File: src/rtl/alu_pkg.sv
// Shared opcode and result types for the accumulator ALU stage.
package alu_pkg;

    // Widest datapath the shared result struct can carry; instances narrower than this zero-extend.
    localparam int ALU_MAX_W = 64;

    typedef enum logic [2:0] {
        ADD  = 3'd0,
        SUB  = 3'd1,
        AND  = 3'd2,
        OR   = 3'd3,
        XOR  = 3'd4,
        PASS = 3'd5,
        SHL  = 3'd6,
        CLR  = 3'd7
    } alu_op_e;

    typedef struct packed {
        logic [ALU_MAX_W-1:0] data;
        logic                 zero;
        logic                 carry;
        logic                 ovf;
    } alu_res_t;

endpackage

File: src/rtl/alu_core.sv
// Combinational ALU: next accumulator value and flags from (acc, op, opcode).
module alu_core
    import alu_pkg::*;
#(
    parameter int WIDTH = 8
) (
    input  logic [WIDTH-1:0] acc,
    input  logic [WIDTH-1:0] op,
    input  alu_op_e          opcode,
    output alu_res_t         res
);

    logic [WIDTH:0]   sum;
    logic [WIDTH:0]   diff;
    logic [WIDTH-1:0] result;
    logic             carry;
    logic             ovf;

    assign sum  = {1'b0, acc} + {1'b0, op};
    // The extra top bit of the unsigned difference is the borrow, i.e. acc < op.
    assign diff = {1'b0, acc} - {1'b0, op};

    always_comb begin
        // NOTE: every output of this block gets a default first, so no path can infer a latch.
        result = '0;
        carry  = 1'b0;
        ovf    = 1'b0;
        unique case (opcode)
            ADD: begin
                result = sum[WIDTH-1:0];
                carry  = sum[WIDTH];
                ovf    = (acc[WIDTH-1] == op[WIDTH-1]) && (sum[WIDTH-1] != acc[WIDTH-1]);
            end
            SUB: begin
                result = diff[WIDTH-1:0];
                carry  = diff[WIDTH];
                ovf    = (acc[WIDTH-1] != op[WIDTH-1]) && (diff[WIDTH-1] != acc[WIDTH-1]);
            end
            AND:  result = acc & op;
            OR:   result = acc | op;
            XOR:  result = acc ^ op;
            PASS: result = op;
            SHL: begin
                result = acc << 1;
                carry  = acc[WIDTH-1];
            end
            CLR:  result = '0;
        endcase
    end

    assign res = '{
        data:  ALU_MAX_W'(result),
        zero:  (result == '0),
        carry: carry,
        ovf:   ovf
    };

endmodule

File: src/rtl/mux_alu_stage.sv
// Two-stage valid/ready accumulator ALU: S1 captures operand/opcode, S2 computes and registers the result.
module mux_alu_stage
    import alu_pkg::*;
#(
    parameter int WIDTH = 8,
    parameter int CNT_W = 16
) (
    input  logic             clk,
    input  logic             rst,
    input  logic [WIDTH-1:0] in_data,
    input  alu_op_e          in_op,
    input  logic             in_valid,
    output logic             in_ready,
    output logic [WIDTH-1:0] out_data,
    output logic             out_zero,
    output logic             out_carry,
    output logic             out_ovf,
    output logic             out_valid,
    input  logic             out_ready,
    output logic [CNT_W-1:0] res_count
);

    logic             s1_valid;
    logic [WIDTH-1:0] s1_data;
    alu_op_e          s1_op;
    logic [WIDTH-1:0] acc;
    logic             s2_advance;
    alu_res_t         alu_res;
    logic             unused_res_data;

    assign s2_advance = !out_valid || out_ready;
    assign in_ready   = !s1_valid || s2_advance;

    alu_core #(.WIDTH(WIDTH)) u_alu_core (
        .acc    (acc),
        .op     (s1_data),
        .opcode (s1_op),
        .res    (alu_res)
    );

    // Bits above WIDTH are zero-extension of the shared result type.
    assign unused_res_data = ^alu_res.data;

    always_ff @(posedge clk or negedge rst) begin
        if (!rst) begin
            // NOTE: sequential state is always assigned with <= so every flop samples pre-edge values.
            s1_valid <= 1'b0;
            s1_data  <= '0;
            s1_op    <= ADD;
        end else if (in_ready) begin
            s1_valid <= in_valid;
            if (in_valid) begin
                s1_data <= in_data;
                s1_op   <= in_op;
            end
        end
    end

    // acc moves in lock-step with the output register, so the next op in S1 always sees it updated.
    always_ff @(posedge clk or negedge rst) begin
        if (!rst) begin
            out_valid <= 1'b0;
            acc       <= '0;
            out_data  <= '0;
            out_zero  <= 1'b0;
            out_carry <= 1'b0;
            out_ovf   <= 1'b0;
        end else if (s2_advance) begin
            out_valid <= s1_valid;
            if (s1_valid) begin
                acc       <= alu_res.data[WIDTH-1:0];
                out_data  <= alu_res.data[WIDTH-1:0];
                out_zero  <= alu_res.zero;
                out_carry <= alu_res.carry;
                out_ovf   <= alu_res.ovf;
            end
        end
    end

    always_ff @(posedge clk or negedge rst) begin
        if (!rst) begin
            res_count <= '0;
        end else if (out_valid && out_ready && (res_count != '1)) begin
            res_count <= res_count + 1'b1;
        end
    end

endmodule

File: config.mk
export PLATFORM = sky130hd
export DESIGN_NAME = mux_alu_stage
export DESIGN_NICKNAME = d
export VERILOG_FILES = /design/src/rtl/alu_pkg.sv /design/src/rtl/alu_core.sv /design/src/rtl/mux_alu_stage.sv
export SDC_FILE = /design/constraint.sdc
export NUM_CORES = 1
export LEC_CHECK = 0
export BUFFER_PORTS_ARGS = -buffer_cell sky130_fd_sc_hd__clkbuf_2
export CAP_MARGIN = 30
export CELL_PAD_IN_SITES_DETAIL_PLACEMENT = 0
export CELL_PAD_IN_SITES_GLOBAL_PLACEMENT = 1
export CORE_ASPECT_RATIO = 1.75
export CORE_UTILIZATION = 40
export CTS_CLUSTER_SIZE = 10
export DETAILED_ROUTE_END_ITERATION = 10
export HOLD_SLACK_MARGIN = 0.05
export PLACE_DENSITY_LB_ADDON = 0.1
export SETUP_SLACK_MARGIN = 0.3
export SKIP_LAST_GASP = 1
export SLEW_MARGIN = 40
export SYNTH_ARGS = -nofsm -noshare
export SYNTH_HDL_FRONTEND = slang
export SYNTH_SLANG_ARGS = --single-unit
export TNS_END_PERCENT = 20
File: constraint.sdc
create_clock -name clk -period 2.27 [get_ports clk]
set_input_delay 0.454 -clock clk [delete_from_list [all_inputs] [get_ports clk]]
set_output_delay 0.454 -clock clk [all_outputs]
set_load 0.1 [all_outputs]
======== Yosys cells after proc, flatten, opt, wreduce, memory -nomap -nowiden ========
Cells that the tools add are included.
W data, S select, Z words.
operators by class
  add/subtract/negate cells ............... 3
  equality and inequality tests ........... 12
  muxes and demuxes ....................... 3
  bitwise operators ....................... 3
  reduce and logical (&&, ||, !) cells .... 12
operators by type and width
  cell                     number
  $pmux W8 S8              1
  $add A16 B1 Y16 const B  1
  $ne A16 B16 Y1 const B   1
  $eq A3 B3 Y1 const B     4
  $add A8 B8 Y9            1
  $sub A8 B8 Y9            1
  $and A8 B8 Y8            1
  $logic_not A8 Y1         1
  $or A8 B8 Y8             1
  $xor A8 B8 Y8            1
  $eq A3 B2 Y1 const B     2
  $logic_and A1 B1 Y1      4
  $reduce_and A2 Y1        2
  $eq A3 B1 Y1 const B     1
  $logic_not A3 Y1         1
  $ne A1 B1 Y1             3
  $pmux W1 S3              1
  $logic_not A1 Y1         2
  $logic_or A1 B1 Y1       2
  $pmux W1 S2              1
  $eq A1 B1 Y1             1
storage, ports and cells
  register bits ........................... 40
  input bits .............................. 15

======== Longest topological paths before layout ========
  depth after elaboration ................. 4
  depth in mapped cells ................... 10
  mapped depth without buffers ............ 10

======== By module ========
From an unflattened synthesis, not the netlist that was laid out.
unflattened totals
  cells, all modules ...................... 379
  area total of the unflattened synthesis .. 3548.4 µm²
by module, submodules not included
  module         times used  cells an instance  area an instance (µm²)  sequential area each (µm²)
  alu_core       1           251                1849.3                  0.0
  mux_alu_stage  1           128                1699.1                  1001.0

======== Worst setup path after synthesis ========
Ideal clock, no wire load.
  path type ............................... register to register
  start ................................... reg out_valid
  end ..................................... reg s1_data[0]
  library setup time ...................... 0.125 ns
  data arrival time ....................... 3.022 ns
  data required time ...................... 2.145 ns
  setup slack ............................. -0.877 ns
  cell stages (with the launch flop) ...... 5
  clock period less this slack ............ 3.147 ns
  cell sequence ........................... dfrtp_1 > nand3b_1 > nand2_1 > clkbuf_1 > mux2_2
between the ends
  longest elaborated chain between the ends .. 4
ends and longest elaborated chain
  what                                line                 RTL
  from (decl)                         mux_alu_stage.sv:18  output logic out_valid,
  from (signal assigned)              mux_alu_stage.sv:69  out_valid <= s1_valid;
  $logic_not A1 Y1                    mux_alu_stage.sv:31  assign s2_advance = !out_valid || out_ready;
  $logic_or A1 B1 Y1                  mux_alu_stage.sv:31
  $logic_or A1 B1 Y1                  mux_alu_stage.sv:32  assign in_ready = !s1_valid || s2_advance;
  named net in_ready                  mux_alu_stage.sv:13  output logic in_ready,
  $reduce_and A2 Y1 (no source line)  --
  to (signal assigned)                mux_alu_stage.sv:53  s1_data <= in_data;
  to (decl)                           mux_alu_stage.sv:24  logic [WIDTH-1:0] s1_data;
The timed path passes the listed nets, and every way through them passes these cells.
A chain may end at the register's enable or synchronous reset.

======== Worst setup path in the final report ========
  start ................................... reg acc[0]
  end ..................................... reg out_zero
between the ends
  longest elaborated chain between the ends .. 3
  elaborated cells between the ends (all ways) .. 7
  those cells by class .................... add/sub: 2; mux: 1; bitwise: 3; reduce/logical: 1
ends and longest elaborated chain
  what                                   line                 RTL
  from (decl)                            mux_alu_stage.sv:26  logic [WIDTH-1:0] acc;
  from (signal assigned)                 mux_alu_stage.sv:71  acc <= alu_res.data[WIDTH-1:0];
  $sub A8 B8 Y9 (tied with other cells)  alu_core.sv:21       assign diff = {1'b0, acc} - {1'b0, op};
  $pmux W8 S8 *                          alu_core.sv:28       unique case (opcode)
  $logic_not A8 Y1 *                     alu_core.sv:53       zero: (result == '0),
  to (signal assigned)                   mux_alu_stage.sv:73  out_zero <= alu_res.zero;
  to (decl)                              mux_alu_stage.sv:15  output logic out_zero,
Every way passes the cells marked *; elsewhere a longest branch is shown, timed or not.

==> flow_metrics.py <==
metrics = {
    "run_status": {
        "outcome": "finished, violations left",
        "violated_checks": "setup timing",
    },
    "synthesis": {
        "ys_seq_area_share_pct": 34.3,
        "synth_flop_cell": "sky130_fd_sc_hd__dfrtp_1",
        "ys_warn_count": 0,
        "syn_inst": 304,
        "syn_area_um2": 2920,
        "synth.avg_cell_area_um2": 9.60,
        "synthDistinctLibCells": 61,
        "synth_seq_cells": 40,
        "net_count_of_the_mapped_netlist": 346,
        "synth_edf_count": 0,
        "async_reset_ff_share_pct": 100,
    },
    "sta": {
        "worst_clock_skew_ns": 0.00563,
        "max_slew.worst_pin.slew_ns": 0.762,
        "fmax_ghz": 0.415,
        "worst_hold_slack_across_all_endpoints_ns": 0.135,
        "post-route-min-period_ns": 2.41,
        "post-route-worst-setup-slack_ns": -0.137,
        "final_critical_path_share_of_the_clock_period_pct": 106,
        "maxSlewViolCount": 0,
        "rsz0062_at_grt": "yes",
        "setup_viol_count_final": 3,
        "slew_headroom_pct": 48.8,
        "timing_hold_violations_final": 0,
    },
    "setup_path": {
        "crit_arrival_ns": 2.60,
        "required_ns": 2.46,
        "worstSetupStartpointType": "flip-flop",
        "critical_path.endpoint_type": "flip-flop",
        "timing.setup.critical_path_class": "flip-flop to flip-flop",
        "timing.critical_path.fanout_max": 4,
    },
    "cts": {
        "worstSkewPairLatency_ns": 0.29,
        "clk_transition_reported_paths_ns": 0.06,
        "clock_tree.root_cell": "sky130_fd_sc_hd__clkbuf_16",
        "cts_hold_buf": 0,
        "numCtsBuffers": 5,
        "cts.htree.levels": 2,
        "cts_max_path_buffers": 2,
        "cts_num_sinks": 40,
        "cts_tree": "done",
    },
    "detailed_routing": {
        "drt.antenna.violating_nets": 0,
        "totalWireLength_mm": 8.15,
        "detail_route.vias_per_cell": 5.39,
        "final_routed_drc_violation_total": 0,
        "wl_per_cell_um": 16.8,
        "num_vias": 2609,
        "dr.first_iter.drc_count": 116,
        "number_of_iterations_in_the_first_detailed_routing_pass": 4,
    },
    "pwr": {
        "power_frac_comb_pct": 65.3,
        "swShare_pct": 49.8,
        "post-layout-total-power_w": 0.00560,
        "p_per_area_nw_per_um2": 1420,
        "internal-power_w": 0.00281,
        "clkPwrFrac_pct": 14.9,
        "netSwitchingPower_w": 0.00279,
        "power_leakage_nw": 1.87,
        "sequentialPowerShare_pct": 19.8,
        "ir_worst_vdd_uv": 1020,
    },
    "place": {
        "dp_hpwl_mm": 6.25,
        "placed_cell_area_um2": 3680,
        "port_buffers": 43,
        "placement.setup.worst_slack_ns": -0.215,
        "place.gp.congestion": 0.867,
    },
    "floorplan": {
        "die_y_um": 115,
        "start_util_pct": 41.9,
        "rows": 40,
        "dieArea_um2": 7650,
        "coreArea_um2": 6960,
        "width_of_the_chip_um": 66.6,
        "count_of_boundary_i_o_pins": 44,
    },
    "global_routing": {
        "grt.total_usage_pct": 23.4,
        "grt_pass1_vias": 2661,
        "number_of_antenna_violations_at_the_first_check_in_global_routing": 0,
        "grt_first_pass_wirelength_mm": 13.2,
        "grt-ovfl-total": 0,
        "pin_count_of_the_biggest_net_entering_global_routing": 32,
    },
    "final_layout": {
        "num-fill-cells": 674,
        "drive_above_1_share_pct": 42.0,
        "insertedDiodeCount": 0,
        "postLayoutCellArea_um2": 3940,
        "num-nets-final": 441,
        "flow.area_growth_from_synthesis_pct": 35.0,
    },
    "job": {
        "drv_cap": 0,
    },
    "worst_hold_path": {
        "hold_path_class": "input port to async pin",
    },
}
## final cells by class
cell class / instances / area, um^2 / share of cell area, %
timing repair buffer: 101 / 657 / 16.7
tap: 84 / 105 / 2.67
multi-input combinational: 229 / 1890 / 48.1
clock inverter: 3 / 42.5 / 1.08
sequential: 40 / 1030 / 26.1
inverter: 22 / 87.6 / 2.22
clock buffer: 5 / 125 / 3.18
## critical path, stage by stage, from the launching register on
cell                      delay (ns)
sky130_fd_sc_hd__dfrtp_4        0.51
sky130_fd_sc_hd__ha_4           0.18
sky130_fd_sc_hd__fa_1           0.45
sky130_fd_sc_hd__mux4_2         0.47
sky130_fd_sc_hd__nand2_1        0.07
sky130_fd_sc_hd__o21ai_1        0.07
sky130_fd_sc_hd__nor2_1         0.15
sky130_fd_sc_hd__nand4_1        0.18
sky130_fd_sc_hd__o41ai_2        0.23
## Yosys cell counts, types with 3 or more instances
cell                        instances  area (um^2)
sky130_fd_sc_hd__xnor2_1           15          131
sky130_fd_sc_hd__mux2_2            15          169
sky130_fd_sc_hd__ha_1              25          313
sky130_fd_sc_hd__inv_1             22         82.6
sky130_fd_sc_hd__nand3_1            8         40.0
sky130_fd_sc_hd__mux2i_1            3         30.0
sky130_fd_sc_hd__a31oi_1            4         25.0
sky130_fd_sc_hd__nand4_1            6         37.5
sky130_fd_sc_hd__nand2_1           28          105
sky130_fd_sc_hd__xor2_1             4         35.0
sky130_fd_sc_hd__a21o_1             4         30.0
sky130_fd_sc_hd__o2bb2ai_1          4         35.0
sky130_fd_sc_hd__nand2b_1           4         25.0
sky130_fd_sc_hd__buf_2              5         25.0
sky130_fd_sc_hd__a21oi_1           18         90.1
sky130_fd_sc_hd__o21ai_0           11         55.1
sky130_fd_sc_hd__buf_6              3         33.8
sky130_fd_sc_hd__nor2b_1            4         25.0
sky130_fd_sc_hd__dfrtp_1           40         1000
sky130_fd_sc_hd__o21bai_1           3         22.5
sky130_fd_sc_hd__and3_1             5         31.3
sky130_fd_sc_hd__nor2_1            19         71.3
## what timing repair did
action | 4_1_cts | 5_1_grt
pin swaps | 15 | 9
resized for setup | 6 | 2
gates cloned | 0 | 0
endpoints found under the setup margin | 14 | 21
buffers inserted | 5 | 2
## power by group through the flow
stage | Sequential (W) | Combinational [W] | Clock, W
floorplan | 0.00209 | 0.00156 | 0
CTS | 0.00111 | 0.00362 | 0.000846
global route | 0.00114 | 0.00389 | 0.000872
detailed placement | 0.00113 | 0.00347 | 0
finish | 0.00111 | 0.00365 | 0.000833
global placement | 0.00112 | 0.00344 | 0
## flip-flops by register name, indices dropped and copies added, names as in the netlist
register	cells
out_ovf	1
s1_data	8
out_zero	1
out_valid	1
res_count	16
s1_op	3
acc	8
out_carry	1
s1_valid	1
## cells by family (layout without fill, tap and decap cells)
| family | count (synthesis) | in the layout | share of synthesized area (%) |
|---|---|---|---|
| muxes | 19 | 19 | 7.59 |
| DFF | 40 | 40 | 34.3 |
| buffers and inverters | 35 | 131 | 6.05 |
| adders and majority gates | 27 | 27 | 12.1 |
| and+or+nand+nor | 85 | 85 | 14.5 |
| xor gates and xnor gates | 19 | 19 | 5.70 |
| AOI/OAI and AO/OA | 79 | 79 | 19.8 |
## stage by stage
step / utilization, % / cells / TNS (ns)
finish: 56.6 / 484 / -0.224
global route: 56.6 / 484 / -0.654
global placement: 52.8 / 469 / -0.405
floorplan: - / 304 / -3.66
detailed placement: 52.8 / 469 / -0.512
CTS: 56.3 / 482 / -0.322
## layer usage
layer | wire, um | part of all wire (%) | global-route usage (%) | up-vias
met1 | 3020 | 37 | 24.3 | 1272
met4 | 248 | 3.0 | 10.5 | 0
met3 | 270 | 3.3 | 3.27 | 13
met2 | 4610 | 57 | 44.3 | 61
li1 | - | - | - | 1263
met5 | 0 | 0 | 0 | -
## final timing paths
path	start	slack (ns)	cells after the start	endpoint
min in group clk	in_valid	0.37	2	s1_valid$_DFFE_PN0N_
min reg2reg	out_carry$_DFFE_PN0P_	0.48	1	out_carry$_DFFE_PN0P_
min	rst	0.13	1	s1_data[2]$_DFFE_PN0P_
max in group asynchronous	rst	1.66	2	res_count[1]$_DFFE_PN0P_
max	acc[0]$_DFFE_PN0P_	-0.14	8	out_zero$_DFFE_PN0P_
max reg2reg	acc[0]$_DFFE_PN0P_	-0.14	8	out_zero$_DFFE_PN0P_
## cell usage in the layout, fill, tap and decap left out, types with 5 or more instances in the layout
master and n:
sky130_fd_sc_hd__nor2_1 19, sky130_fd_sc_hd__a21oi_1 16, sky130_fd_sc_hd__dfrtp_4 6, sky130_fd_sc_hd__clkbuf_2 42
sky130_fd_sc_hd__clkbuf_16 5, sky130_fd_sc_hd__nand2_1 28, sky130_fd_sc_hd__dfrtp_1 30, sky130_fd_sc_hd__xnor2_1 15
sky130_fd_sc_hd__ha_4 5, sky130_fd_sc_hd__nand4_1 6, sky130_fd_sc_hd__buf_4 57, sky130_fd_sc_hd__mux2_2 11
sky130_fd_sc_hd__nand3_1 8, sky130_fd_sc_hd__ha_1 18, sky130_fd_sc_hd__inv_1 17, sky130_fd_sc_hd__o21ai_0 10
Note: power is estimated with default switching activity, not from simulation.
